File: config.mk
export PLATFORM = sky130hd
export DESIGN_NAME = rf_exec_ctrl
export DESIGN_NICKNAME = d
export VERILOG_FILES = /design/src/rtl/rf_exec_pkg.sv /design/src/rtl/rf_exec_alu.sv /design/src/rtl/rf_exec_ctrl.sv
export SDC_FILE = /design/constraint.sdc
export NUM_CORES = 1
export LEC_CHECK = 0
export ABC_AREA = 1
export BUFFER_PORTS_ARGS = -buffer_cell sky130_fd_sc_hd__buf_2
export CAP_MARGIN = 20
export CORE_AREA = 4 4 137 139
export CTS_CLUSTER_DIAMETER = 50
export DETAILED_ROUTE_END_ITERATION = 16
export DIE_AREA = 0 0 141 143
export PLACE_DENSITY_LB_ADDON = 0.15
export SETUP_SLACK_MARGIN = 0.15
export SYNTH_ARGS = -nofsm -noshare
export SYNTH_HDL_FRONTEND = slang
export SYNTH_SLANG_ARGS = --single-unit
File: constraint.sdc
create_clock -name clk -period 3.6 [get_ports clk]
set_input_delay 0.36 -clock clk [delete_from_list [all_inputs] [get_ports clk]]
set_output_delay 0.36 -clock clk [all_outputs]
set_load 0.1 [all_outputs]
File: src/rtl/rf_exec_pkg.sv
// Shared widths, opcode encoding and controller state for the register-file execution controller.
package rf_exec_pkg;

  localparam int unsigned DW  = 16;
  localparam int unsigned AW  = 4;
  localparam int unsigned OPW = 4;

  typedef enum logic [OPW-1:0] {
    OP_ADD = 4'd0,
    OP_SUB = 4'd1,
    OP_AND = 4'd2,
    OP_OR  = 4'd3,
    OP_XOR = 4'd4,
    OP_SLL = 4'd5,
    OP_SRL = 4'd6,
    OP_MOV = 4'd7,
    OP_LDI = 4'd8
  } op_e;

  typedef enum logic [1:0] {
    StIdle,
    StRead,
    StExec,
    StWb
  } state_e;

endpackage

File: src/rtl/rf_exec_alu.sv
// Combinational ALU: result plus carry/overflow for one opcode, and whether the opcode is legal.
module rf_exec_alu
  import rf_exec_pkg::*;
(
  input  logic [OPW-1:0] op_i,
  input  logic [DW-1:0]  a_i,
  input  logic [DW-1:0]  b_i,
  input  logic [DW-1:0]  imm_i,
  output logic [DW-1:0]  result_o,
  output logic           c_o,
  output logic           v_o,
  output logic           legal_o
);

  logic          is_sub;
  logic [DW-1:0] b_eff;
  logic [DW:0]   sum;

  always_comb begin
    is_sub   = (op_i == OP_SUB);
    // SUB is A + ~B + 1, so ADD and SUB share one adder and one overflow rule.
    b_eff    = is_sub ? ~b_i : b_i;
    sum      = {1'b0, a_i} + {1'b0, b_eff} + {{DW{1'b0}}, is_sub};
    result_o = '0;
    c_o      = 1'b0;
    v_o      = 1'b0;
    legal_o  = 1'b1;
    case (op_i)
      OP_ADD, OP_SUB: begin
        result_o = sum[DW-1:0];
        c_o      = sum[DW];
        v_o      = (a_i[DW-1] == b_eff[DW-1]) && (sum[DW-1] != a_i[DW-1]);
      end
      OP_AND:  result_o = a_i & b_i;
      OP_OR:   result_o = a_i | b_i;
      OP_XOR:  result_o = a_i ^ b_i;
      OP_SLL:  result_o = a_i << b_i[3:0];
      OP_SRL:  result_o = a_i >> b_i[3:0];
      OP_MOV:  result_o = a_i;
      OP_LDI:  result_o = imm_i;
      default: legal_o  = 1'b0;
    endcase
  end

endmodule

File: src/rtl/rf_exec_ctrl.sv
// Operand sequencer around a 16x16 register file: read operands, execute, write back,
// one instruction per three cycles.
module rf_exec_ctrl
  import rf_exec_pkg::*;
(
  input  logic           clk,
  input  logic           rst,
  input  logic           instr_valid,
  output logic           instr_ready,
  input  logic [OPW-1:0] instr_op,
  input  logic [AW-1:0]  instr_rd,
  input  logic [AW-1:0]  instr_ra,
  input  logic [AW-1:0]  instr_rb,
  input  logic [DW-1:0]  instr_imm,
  output logic [AW-1:0]  Ra,
  output logic [AW-1:0]  Rb,
  input  logic [DW-1:0]  Adat,
  input  logic [DW-1:0]  Bdat,
  output logic [AW-1:0]  Rw,
  output logic [DW-1:0]  Wdat,
  output logic           WrEn,
  output logic           done,
  output logic           err,
  output logic           flag_z,
  output logic           flag_c,
  output logic           flag_v
);

  state_e         state_q, state_d;
  logic [OPW-1:0] op_q, op_d;
  logic [AW-1:0]  rd_q, rd_d, ra_q, ra_d, rb_q, rb_d, rw_q, rw_d;
  logic [DW-1:0]  imm_q, imm_d, opa_q, opa_d, opb_q, opb_d, wdat_q, wdat_d;
  logic           we_q, we_d, done_q, done_d, kill_q, kill_d;
  logic           z_q, z_d, c_q, c_d, v_q, v_d;

  logic [DW-1:0]  alu_result;
  logic           alu_c, alu_v, alu_legal;
  logic           accept;

  rf_exec_alu u_alu (
    .op_i     (op_q),
    .a_i      (opa_q),
    .b_i      (opb_q),
    .imm_i    (imm_q),
    .result_o (alu_result),
    .c_o      (alu_c),
    .v_o      (alu_v),
    .legal_o  (alu_legal)
  );

  assign instr_ready = (state_q == StIdle) || (state_q == StWb);
  assign accept      = instr_ready && instr_valid;

  always_comb begin
    state_d = state_q;
    op_d    = op_q;
    rd_d    = rd_q;
    ra_d    = ra_q;
    rb_d    = rb_q;
    imm_d   = imm_q;
    opa_d   = opa_q;
    opb_d   = opb_q;
    rw_d    = rw_q;
    wdat_d  = wdat_q;
    z_d     = z_q;
    c_d     = c_q;
    v_d     = v_q;
    we_d    = 1'b0;
    done_d  = 1'b0;
    kill_d  = 1'b0;

    case (state_q)
      StIdle: if (instr_valid) state_d = StRead;
      StRead: begin
        opa_d   = Adat;
        opb_d   = Bdat;
        state_d = StExec;
      end
      StExec: begin
        state_d = StWb;
        if (alu_legal) begin
          rw_d   = rd_q;
          wdat_d = alu_result;
          we_d   = 1'b1;
          done_d = 1'b1;
          z_d    = (alu_result == '0);
          c_d    = alu_c;
          v_d    = alu_v;
        end else begin
          kill_d = 1'b1;
        end
      end
      StWb:    state_d = instr_valid ? StRead : StIdle;
      default: state_d = StIdle;
    endcase

    if (accept) begin
      op_d  = instr_op;
      rd_d  = instr_rd;
      ra_d  = instr_ra;
      rb_d  = instr_rb;
      imm_d = instr_imm;
    end
  end

  always_ff @(posedge clk or posedge rst) begin
    if (rst) begin
      state_q <= StIdle;
      op_q    <= '0;
      rd_q    <= '0;
      ra_q    <= '0;
      rb_q    <= '0;
      imm_q   <= '0;
      opa_q   <= '0;
      opb_q   <= '0;
      rw_q    <= '0;
      wdat_q  <= '0;
      we_q    <= 1'b0;
      done_q  <= 1'b0;
      kill_q  <= 1'b0;
      z_q     <= 1'b0;
      c_q     <= 1'b0;
      v_q     <= 1'b0;
    end else begin
      state_q <= state_d;
      op_q    <= op_d;
      rd_q    <= rd_d;
      ra_q    <= ra_d;
      rb_q    <= rb_d;
      imm_q   <= imm_d;
      opa_q   <= opa_d;
      opb_q   <= opb_d;
      rw_q    <= rw_d;
      wdat_q  <= wdat_d;
      we_q    <= we_d;
      done_q  <= done_d;
      kill_q  <= kill_d;
      z_q     <= z_d;
      c_q     <= c_d;
      v_q     <= v_d;
    end
  end

  assign Ra     = ra_q;
  assign Rb     = rb_q;
  assign Rw     = rw_q;
  assign Wdat   = wdat_q;
  assign WrEn   = we_q;
  assign done   = done_q;
  assign err    = kill_q;
  assign flag_z = z_q;
  assign flag_c = c_q;
  assign flag_v = v_q;

endmodule

==> results_dict.tcl, run 1 <==
set metrics [dict create \
    grt_max_degree 80 \
    drive_gt1_share_pct 15.4 \
    die_w_um 141 \
    cts_buffers 9 \
    synth_fp_nets 1126 \
    max_cap_violations 0 \
    io_buffers 101 \
    routedWlPerCell_um 17.2 \
    antenna_violating_nets_post_route 0 \
    cp_max_fo 15 \
    cp-start-kind "register" \
    crit_type "register to register" \
    netlist_area_mm2 0.00697 \
    ioPinCount 102 \
    timing.rr.start "op_q[3]$_DFFE_PP0P_" \
    maxSlewViolCount 0 \
    dr.pass1.iters 5 \
    worstPathRequired_ns 3.90 \
    fp.dieH_um 143 \
    drt_iter0_markers 741 \
    avgSynthCellArea_um2 6.96 \
    reg2reg_to "flag_z$_DFFE_PP0P_" \
    syn_to_final_growth_pct 15.2 \
    hold_viol 0 \
    cts_buffer_depth 2 \
    r2r_slack_ns 0.59 \
    grt_pass1_vias 6566 \
    root_buffer "clkbuf_16" \
    grt_pass1_wl_um 35400 \
    tightest_slew_ns 0.990 \
    dpl.hpwl_um 17700 \
    syn_inst 1001 \
    worstRegToRegCells 18 \
    cts_tree "done" \
    finalSetupViolCount 0 \
    slew_headroom_pct 34.0 \
    drt-total-wl_um 22700 \
    start_util_pct 39.4 \
    netlist.area_leader.share_pct 32.7 \
    vias_per_cell 5.26 \
    fin_crit_sh_pct 83.5 \
    min-delay-start "Adat[11]" \
    remaining_drc_errors 0 \
    grt_antenna_before_repair 0 \
    rsz0062_at_grt "no" \
    ctsResizeCount 0 \
    clock_sinks 91 \
    synth_area_leaders "dfrtp_1 (33%), nand2_1 (17%), ha_1 (10%), nand3_1 (8.9%), o21ai_0 (5.2%)" \
    htree_num_levels 3 \
    die_area_mm2 0.0202 \
    core_mm2 0.0177 \
    hold_depth 3 \
    skew_ns 0.00869 \
    fmax_ghz 0.333 \
    setup_tns_ns 0 \
    nNetsFinal 1211 \
    clock_latency_ns 0.36 \
    ys_types 39 \
    status "finished clean" \
    diodes 0 \
    end_kind "register" \
    post-route-min-period_ns 3.01 \
    min_to "opa_q[11]$_DFFE_PP0N_" \
    hold_class "input pin to register" \
    clkSlewWorstSetupHoldPaths_ns 0.07 \
    arrival_ns 3.31 \
    track_usage_pct 22.6 \
    synth_area_leader_cell "dfrtp_1" \
    grt-ovfl-total 0 \
    num_rows 49 \
    synth-seq-cells 91 \
    yosysWarningCount 0 \
    post-cts-setup-buffers 0 \
    synth.yosys.seq_area_share_pct 32.7 \
    vias 6944 \
    routabilityCongestion 0.962 \
]
[repair_timing]
action,CTS,global route
hold buffers,0,1
setup endpoints to repair,0,0
hold endpoints to repair,0,13
[through the flow]
step           worst slack (ns)  cell area, µm²  hold WS, ns  util (%)  cells
6_report                  0.593            8020        0.206      45.4   1320
5_1_grt                   0.371            8020        0.202      45.4   1320
4_1_cts                   0.569            7990        0.196      45.2   1318
3_5_place_dp              0.596            7660        0.461      43.4   1302
3_3_place_gp              0.604            7660        0.457      43.4   1302
2_1_floorplan             0.876            6970        0.436         -   1001
[worst max-delay path, cell delays in order (launching register included)]
cell and delay (ns):
dfrtp_1 0.46, nor2_4 0.25, nand2_1 0.08, buf_4 0.21
xor2_1 0.19, fa_1 0.47, nor2_1 0.14, nor2_1 0.08
nand2_1 0.07, nand3_1 0.06, nor2_1 0.19, nand3_1 0.10
nor2_1 0.15, nand3_1 0.09, nor2_1 0.14, nand3_1 0.09
nor2_1 0.09, nand2_1 0.05, nand2_1 0.05
[final cells by class]
cell class | instances | area (µm²)
Timing Repair Buffer | 113 | 618
Tap cell | 229 | 287
Clock inverter | 6 | 95.1
Multi-Input combinational cell | 789 | 4210
Inverter | 82 | 313
Fill cell | 1916 | 9630
Sequential cell | 91 | 2280
Clock buffer | 10 | 229
[cells in the final DEF (no fill, tap or decap), drive strengths merged, types with 6 or more instances in the layout]
| cell | netlist | final |
|---|---|---|
| a21oi | 41 | 41 |
| nand3 | 124 | 124 |
| inv | 82 | 84 |
| nor3 | 6 | 6 |
| nor2 | 95 | 95 |
| buf | 21 | 112 |
| dfrtp | 91 | 91 |
| nand4 | 8 | 8 |
| clkbuf | 18 | 10 |
| ha | 57 | 57 |
| xor2 | 16 | 16 |
| nand2 | 311 | 311 |
| o21ai | 75 | 75 |
| nand3b | 6 | 6 |
| mux2 | 23 | 23 |
[worst max path at each step]
| stage | cells past startpoint | from | endpoint | slack, ns |
|---|---|---|---|---|
| 6_report | 18 | op_q[3]$_DFFE_PP0P_ | flag_z$_DFFE_PP0P_ | 0.59 |
| 5_1_grt | 16 | op_q[3]$_DFFE_PP0P_ | flag_z$_DFFE_PP0P_ | 0.37 |
| 4_1_cts | 18 | op_q[3]$_DFFE_PP0P_ | flag_z$_DFFE_PP0P_ | 0.57 |
| 3_5_place_dp | 18 | op_q[3]$_DFFE_PP0P_ | flag_z$_DFFE_PP0P_ | 0.60 |
| 3_3_place_gp | 18 | op_q[3]$_DFFE_PP0P_ | flag_z$_DFFE_PP0P_ | 0.60 |
| 2_1_floorplan | 1 | rst | Ra[0]$_DFFE_PP0P_ | 0.88 |
[sequential cells by signal, summed over array words and instances, names as in the netlist]
name and count:
state_q 2, rd_q 4, opb_q 16, flag_v 1, op_q 4, opa_q 16, err 1, Wdat 16
flag_z 1, Ra 4, flag_c 1, Rb 4, imm_q 16, done 1, Rw 4
[layer usage]
metal	vias up	global-route usage (%)	routed length (µm)
met2	290	35.6	9970
li1	3452	-	-
met4	0	6.48	528
met5	-	0	0
met3	41	4.39	1800
met1	3161	31.8	10400
[cells in the mapped netlist (all sizes together)]
| library cell | instances |
|---|---|
| nor3 | 6 |
| xor2 | 16 |
| ha | 57 |
| o22ai | 1 |
| a21boi | 1 |
| and2 | 4 |
| nor3b | 1 |
| o211ai | 2 |
| nand3b | 6 |
| nand2 | 311 |
| and3 | 1 |
| o31ai | 2 |
| nand4 | 8 |
| or2 | 1 |
| inv | 82 |
| buf | 21 |
| a21oi | 41 |
| o221ai | 3 |
| o21bai | 1 |
| a211oi | 3 |
| fa | 1 |
| mux2 | 23 |
| dfrtp | 91 |
| nand3 | 124 |
| a21o | 1 |
| clkbuf | 18 |
| o21a | 1 |
| nor2 | 95 |
| o21ai | 75 |
| a31oi | 4 |
[logic make-up (layout without fill, tap and decap cells)]
family | after synthesis | count (layout) | synth area share [%]
xor gates and xnor gates | 16 | 16 | 2.01
adders and majority gates | 58 | 58 | 10.5
buffers and inverters | 121 | 211 | 6.97
AOI/OAI and AO/OA | 135 | 135 | 10.3
DFF | 91 | 91 | 32.7
and+or+nand+nor | 557 | 557 | 33.7
muxes | 23 | 23 | 3.72
Power of run 1 is left out: the tool's default activity adds up to more than one toggle a clock period on the data nets, which glitch-free logic cannot reach.
==> run 2: changes to the inputs <==
clock period = 2.5 ns   (was 3.6 ns; I/O delays follow)
==> results_dict.tcl, run 2 (synthesized netlist as in run 1, its figures left out) <==
set metrics [dict create \
    hold_class "input pin to register" \
    diodes 0 \
    cts_tree "done" \
    routedWlPerCell_um 16.9 \
    ff_latch_area_mm2 0.00228 \
    drt_iter0_markers 635 \
    start_util_pct 39.4 \
    htree_num_levels 3 \
    finalSetupViolCount 10 \
    io_buffers 101 \
    drive_gt1_share_pct 29.7 \
    status "complete, but fails checks" \
    drt-total-wl_um 24000 \
    post-route-min-period_ns 2.71 \
    root_buffer "clkbuf_16" \
    met2_length_um 10700 \
    crit_type "register to register" \
    cp-start-kind "register" \
    nNetsFinal 1310 \
    track_usage_pct 23.3 \
    num_rows 49 \
    min-delay-start "Adat[11]" \
    tightest_slew_ns 0.750 \
    violations "setup timing" \
    slew_headroom_pct 50.0 \
    fillers 1782 \
    vias 7442 \
    grt-ovfl-total 0 \
    grt_pass1_vias 6718 \
    fp.dieH_um 143 \
    clkSlewWorstSetupHoldPaths_ns 0.08 \
    ioPinCount 102 \
    die_w_um 141 \
    routabilityCongestion 1.00 \
    antenna_violating_nets_post_route 0 \
    multi_input_area_mm2 0.00462 \
    dr_wl_met3_um 1850 \
    hold_depth 3 \
    maxSlewViolCount 0 \
    rsz0062_at_grt "yes" \
    dpl_cell_area_mm2 0.00835 \
    post-route-worst-setup-slack_ns -0.205 \
    grt_antenna_before_repair 0 \
    final_cell_mix "nand2_1 (290), nand3_1 (109), buf_2 (101), buf_4 (98), dfrtp_1 (91)" \
    r2r_slack_ns -0.21 \
    remaining_drc_errors 0 \
    fin_crit_sh_pct 108 \
    reg2reg_to "flag_z$_DFFE_PP0P_" \
    clock_sinks 91 \
    cp-startpoint "op_q[3]$_DFFE_PP0P_" \
    min_to "opa_q[11]$_DFFE_PP0N_" \
    clock_latency_ns 0.36 \
    cp_max_fo 7 \
    dpl.hpwl_um 18300 \
    die_area_mm2 0.0202 \
    end_kind "register" \
    syn_to_final_growth_pct 32.8 \
    max_cap_violations 0 \
    routed.top_layer "met4" \
    cts_buffers 9 \
    timing.rr.start "op_q[3]$_DFFE_PP0P_" \
    hold_viol 0 \
    worstRegToRegCells 17 \
    cts_buffer_depth 2 \
    arrival_ns 3.01 \
    mostFrequentLayoutCell "nand2_1" \
    skew_ns 0.0131 \
    worstPathRequired_ns 2.81 \
    vias_per_cell 5.24 \
    core_mm2 0.0177 \
    grt_max_degree 64 \
    grt_pass1_wl_um 36900 \
    post-route-cell-area_mm2 0.00925 \
    wl_met1_um 10800 \
    dr.pass1.iters 7 \
    fmax_ghz 0.370 \
]
==> run 2: cell types whose count changed in the layout (fill, tap and decap cells not counted), moves of 11 or more <==
cell,previous run,this run
buf_4,10,98
nor2_1,88,65
nand2_1,310,290
nand2_2,1,19
nand3_1,124,109
nand3_2,0,15
a21oi_1,41,29
nor2_2,4,16
nor2_4,3,14
==> run 2: routing by layer <==
layer / vias up / track usage (%)
li1: 3650 / -
met1: 3436 / 33.6
met2: 312 / 35.7
met3: 44 / 3.92
met4: 0 / 7.90
met5: - / 0
==> run 2: final cells by class <==
class / instances / share of cell area (%)
multi-input cells: 789 / 49.9
flip-flops and latches: 91 / 24.6
repair buffers: 212 / 15.4
inverters: 82 / 3.39
well taps: 229 / 3.10
clock buffers: 10 / 2.47
clock inverters: 6 / 1.05
==> run 2: critical path, stage by stage, from the launching register on <==
cell and delay (ns):
dfrtp_1 0.41, nor2_4 0.16, nand2_4 0.10, buf_12 0.16, xor2_1 0.16, ha_1 0.34
buf_4 0.16, a21oi_2 0.23, o21bai_1 0.14, a21oi_2 0.16, nand3_1 0.10, nand2_1 0.07
nor2_1 0.04, nor2_1 0.14, nand2_1 0.07, nor2_1 0.10, nand2_1 0.05, nand2_1 0.05
==> run 2: what timing repair did <==
| action | in CTS | in global routing |
|---|---|---|
| buffers inserted | 6 | 9 |
| cloned | 0 | 1 |
| pin swaps | 15 | 53 |
| hold endpoints to repair | 28 | 0 |
| hold buffers | 1 | 0 |
| setup endpoints to repair | 14 | 18 |
| gates resized for setup | 44 | 75 |
==> run 2: worst max-delay path by stage <==
stage	to	slack, ns	cells past startpoint
floorplan	flag_z$_DFFE_PP0P_	0.02	19
global placement	flag_z$_DFFE_PP0P_	-0.24	18
detailed placement	flag_z$_DFFE_PP0P_	-0.25	18
CTS	flag_z$_DFFE_PP0P_	-0.11	19
global route	flag_z$_DFFE_PP0P_	-0.38	17
finish	flag_z$_DFFE_PP0P_	-0.21	17
==> run 2: stage by stage <==
stage          worst slack, ns  setup TNS, ns  hold WS [ns]  util (%)  cells
3_5_place_dp            -0.248         -0.618         0.366      47.3   1386
4_1_cts                 -0.111         -0.176        0.0904      50.2   1409
6_report                -0.205         -0.954        0.0950      52.4   1419
2_1_floorplan           0.0245              0         0.367         -   1001
3_3_place_gp            -0.244         -0.375         0.365      47.3   1386
5_1_grt                 -0.377          -2.77         0.102      52.4   1419
Power of run 2 is left out for the same reason.
==> run 3: changes to the inputs <==
ABC_AREA = default   (was 1)
CORE_AREA = 4 4 158 129   (was 4 4 137 139)
DIE_AREA = 0 0 162 133   (was 0 0 141 143)
==> results_dict.tcl, run 3 <==
set metrics [dict create \
    root_buffer "clkbuf_16" \
    worstPathRequired_ns 2.79 \
    cts_tree "done" \
    cp-startpoint "op_q[2]$_DFFE_PP0P_" \
    drt-total-wl_um 27700 \
    ctsHoldBuffers 0 \
    hold_class "input pin to async pin" \
    slew_headroom_pct 53.6 \
    die_w_um 162 \
    met2_length_um 11700 \
    die_area_mm2 0.0215 \
    yosysMostFrequentCell "nand2_1" \
    yosysWarningCount 0 \
    end_kind "register" \
    whs_ns -0.00227 \
    dr_wl_met3_um 2540 \
    fillers 1776 \
    syn_inst 803 \
    hold_viol 3 \
    synth_area_leader_cell "dfrtp_1" \
    reg2reg_to "flag_z$_DFFE_PP0P_" \
    routedWlPerCell_um 20.6 \
    fmax_ghz 0.301 \
    syn_to_final_growth_pct 40.5 \
    arrival_ns 3.61 \
    post-route-worst-setup-slack_ns -0.826 \
    htree_num_levels 3 \
    cp_max_fo 5 \
    wl_met1_um 12900 \
    cts_buffers 9 \
    start_util_pct 39.5 \
    crit_type "register to register" \
    clock_latency_ns 0.36 \
    tightest_slew_ns 0.694 \
    nNetsFinal 1207 \
    routabilityCongestion 1.01 \
    grt-ovfl-total 0 \
    routed.top_layer "met4" \
    synth_edf_count 0 \
    vias_per_cell 5.54 \
    async_flop_share_pct 100 \
    grt_antenna_before_repair 0 \
    rsz0062_at_grt "yes" \
    worstRegToRegCells 13 \
    cp-start-kind "register" \
    synthTopCellsByCount "nand2_1 (98), dfrtp_1 (91), o21ai_0 (59)" \
    clkSlewWorstSetupHoldPaths_ns 0.07 \
    ys_types 79 \
    track_usage_pct 25.6 \
    maxSlewViolCount 0 \
    fp.dieH_um 133 \
    timing.rr.start "op_q[2]$_DFFE_PP0P_" \
    finalSetupViolCount 18 \
    remaining_drc_errors 0 \
    status "complete, but fails checks" \
    antenna_violating_nets_post_route 0 \
    io_buffers 101 \
    diodes 0 \
    grt_pass1_wl_um 42800 \
    avgSynthCellArea_um2 9.24 \
    num_rows 45 \
    synth_fp_nets 928 \
    vias 7454 \
    netlist_area_mm2 0.00742 \
    dpl.hpwl_um 21700 \
    r2r_slack_ns -0.83 \
    final_cell_mix "buf_4 (214), buf_2 (101), nand2_1 (95), dfrtp_1 (90)" \
    synth_top_flop_cell "dfrtp_1" \
    dp_slack_ns -1.07 \
    clock_sinks 91 \
    post-route-min-period_ns 3.33 \
    cts_buffer_depth 2 \
    drive_gt1_share_pct 43.3 \
    grt_pass1_vias 7258 \
    core_mm2 0.0188 \
    skew_ns 0.0104 \
    drt_iter0_markers 875 \
    max_cap_violations 0 \
    synth_area_leaders "dfrtp_1 (31%), ha_1 (9.6%), mux2_2 (7.0%), nand2_1 (5.0%), mux4_2 (4.9%)" \
    violations "hold timing, setup timing" \
    dr.pass1.iters 6 \
    synth.yosys.seq_area_share_pct 30.7 \
    synth-seq-cells 91 \
    ioPinCount 102 \
    netlist.area_leader.share_pct 30.7 \
    mostFrequentLayoutCell "buf_4" \
    fin_crit_sh_pct 133 \
    grt_max_degree 65 \
]
[run 3: what timing repair did]
| action | in CTS | in global routing |
|---|---|---|
| hold endpoints to repair | 0 | 0 |
| gates cloned | 1 | 0 |
| buffers inserted | 8 | 5 |
| gates resized for setup | 31 | 41 |
| endpoints found under the setup margin | 19 | 19 |
| pin swaps | 7 | 28 |
[run 3: area by class of cell]
cell class	instances	area, µm²	share of cell area [%]
sequential	91	2280	21.9
inverter	44	170	1.63
timing repair buffer	327	2310	22.1
multi-input combinational	609	5030	48.3
clock inverter	5	60.1	0.576
tap	258	323	3.10
clock buffer	11	253	2.42
[run 3: metal layers]
metal / global-route usage [%] / vias to the layer above
met1: 39.0 / 3575
met4: 6.29 / 0
met3: 6.04 / 51
met2: 36.5 / 330
met5: 0 / -
li1: - / 3498
[run 3: stage by stage]
| stage | utilization, % | cells | TNS [ns] | hold WS [ns] | cell area [µm²] |
|---|---|---|---|---|---|
| after detailed placement | 51.3 | 1315 | -11.92 | 0.395 | 9650 |
| after CTS | 54.1 | 1340 | -10.02 | 0.0160 | 10200 |
| after floorplan | - | 803 | -3.67 | 0.367 | 7480 |
| after global routing | 55.4 | 1345 | -12.25 | 0.0658 | 10400 |
| after global placement | 51.3 | 1315 | -11.23 | 0.387 | 9650 |
| final | 55.4 | 1345 | -10.22 | -0.00227 | 10400 |
[run 3: worst max-delay path by stage]
stage | cells past startpoint | slack [ns] | endpoint
6_report | 13 | -0.83 | flag_z$_DFFE_PP0P_
5_1_grt | 14 | -0.97 | flag_z$_DFFE_PP0P_
4_1_cts | 14 | -0.79 | flag_z$_DFFE_PP0P_
3_5_place_dp | 15 | -1.07 | flag_z$_DFFE_PP0P_
3_3_place_gp | 15 | -1.0 | flag_z$_DFFE_PP0P_
2_1_floorplan | 16 | -0.48 | flag_z$_DFFE_PP0P_
[run 3: logic make-up after synthesis]
kind of cell | after synthesis | share of synthesized area, %
compound gates | 199 | 18.5
xor+xnor | 21 | 2.48
fa+ha+maj | 58 | 9.88
buf+inv | 103 | 6.19
flops | 91 | 30.7
mux | 91 | 16.4
simple gates | 240 | 15.9
[run 3: critical path, stage by stage, from the launching register on]
cell     delay (ns)
dfrtp_1        0.41
nor4b_4        0.41
buf_6          0.20
buf_12         0.14
xnor2_4        0.07
ha_2           0.19
or4_1          0.52
o22a_1         0.23
buf_4          0.15
xor2_1         0.13
a211o_1        0.29
nor4_2         0.30
nand4_1        0.14
nand2_1        0.07
Power of run 3 is left out for the same reason.
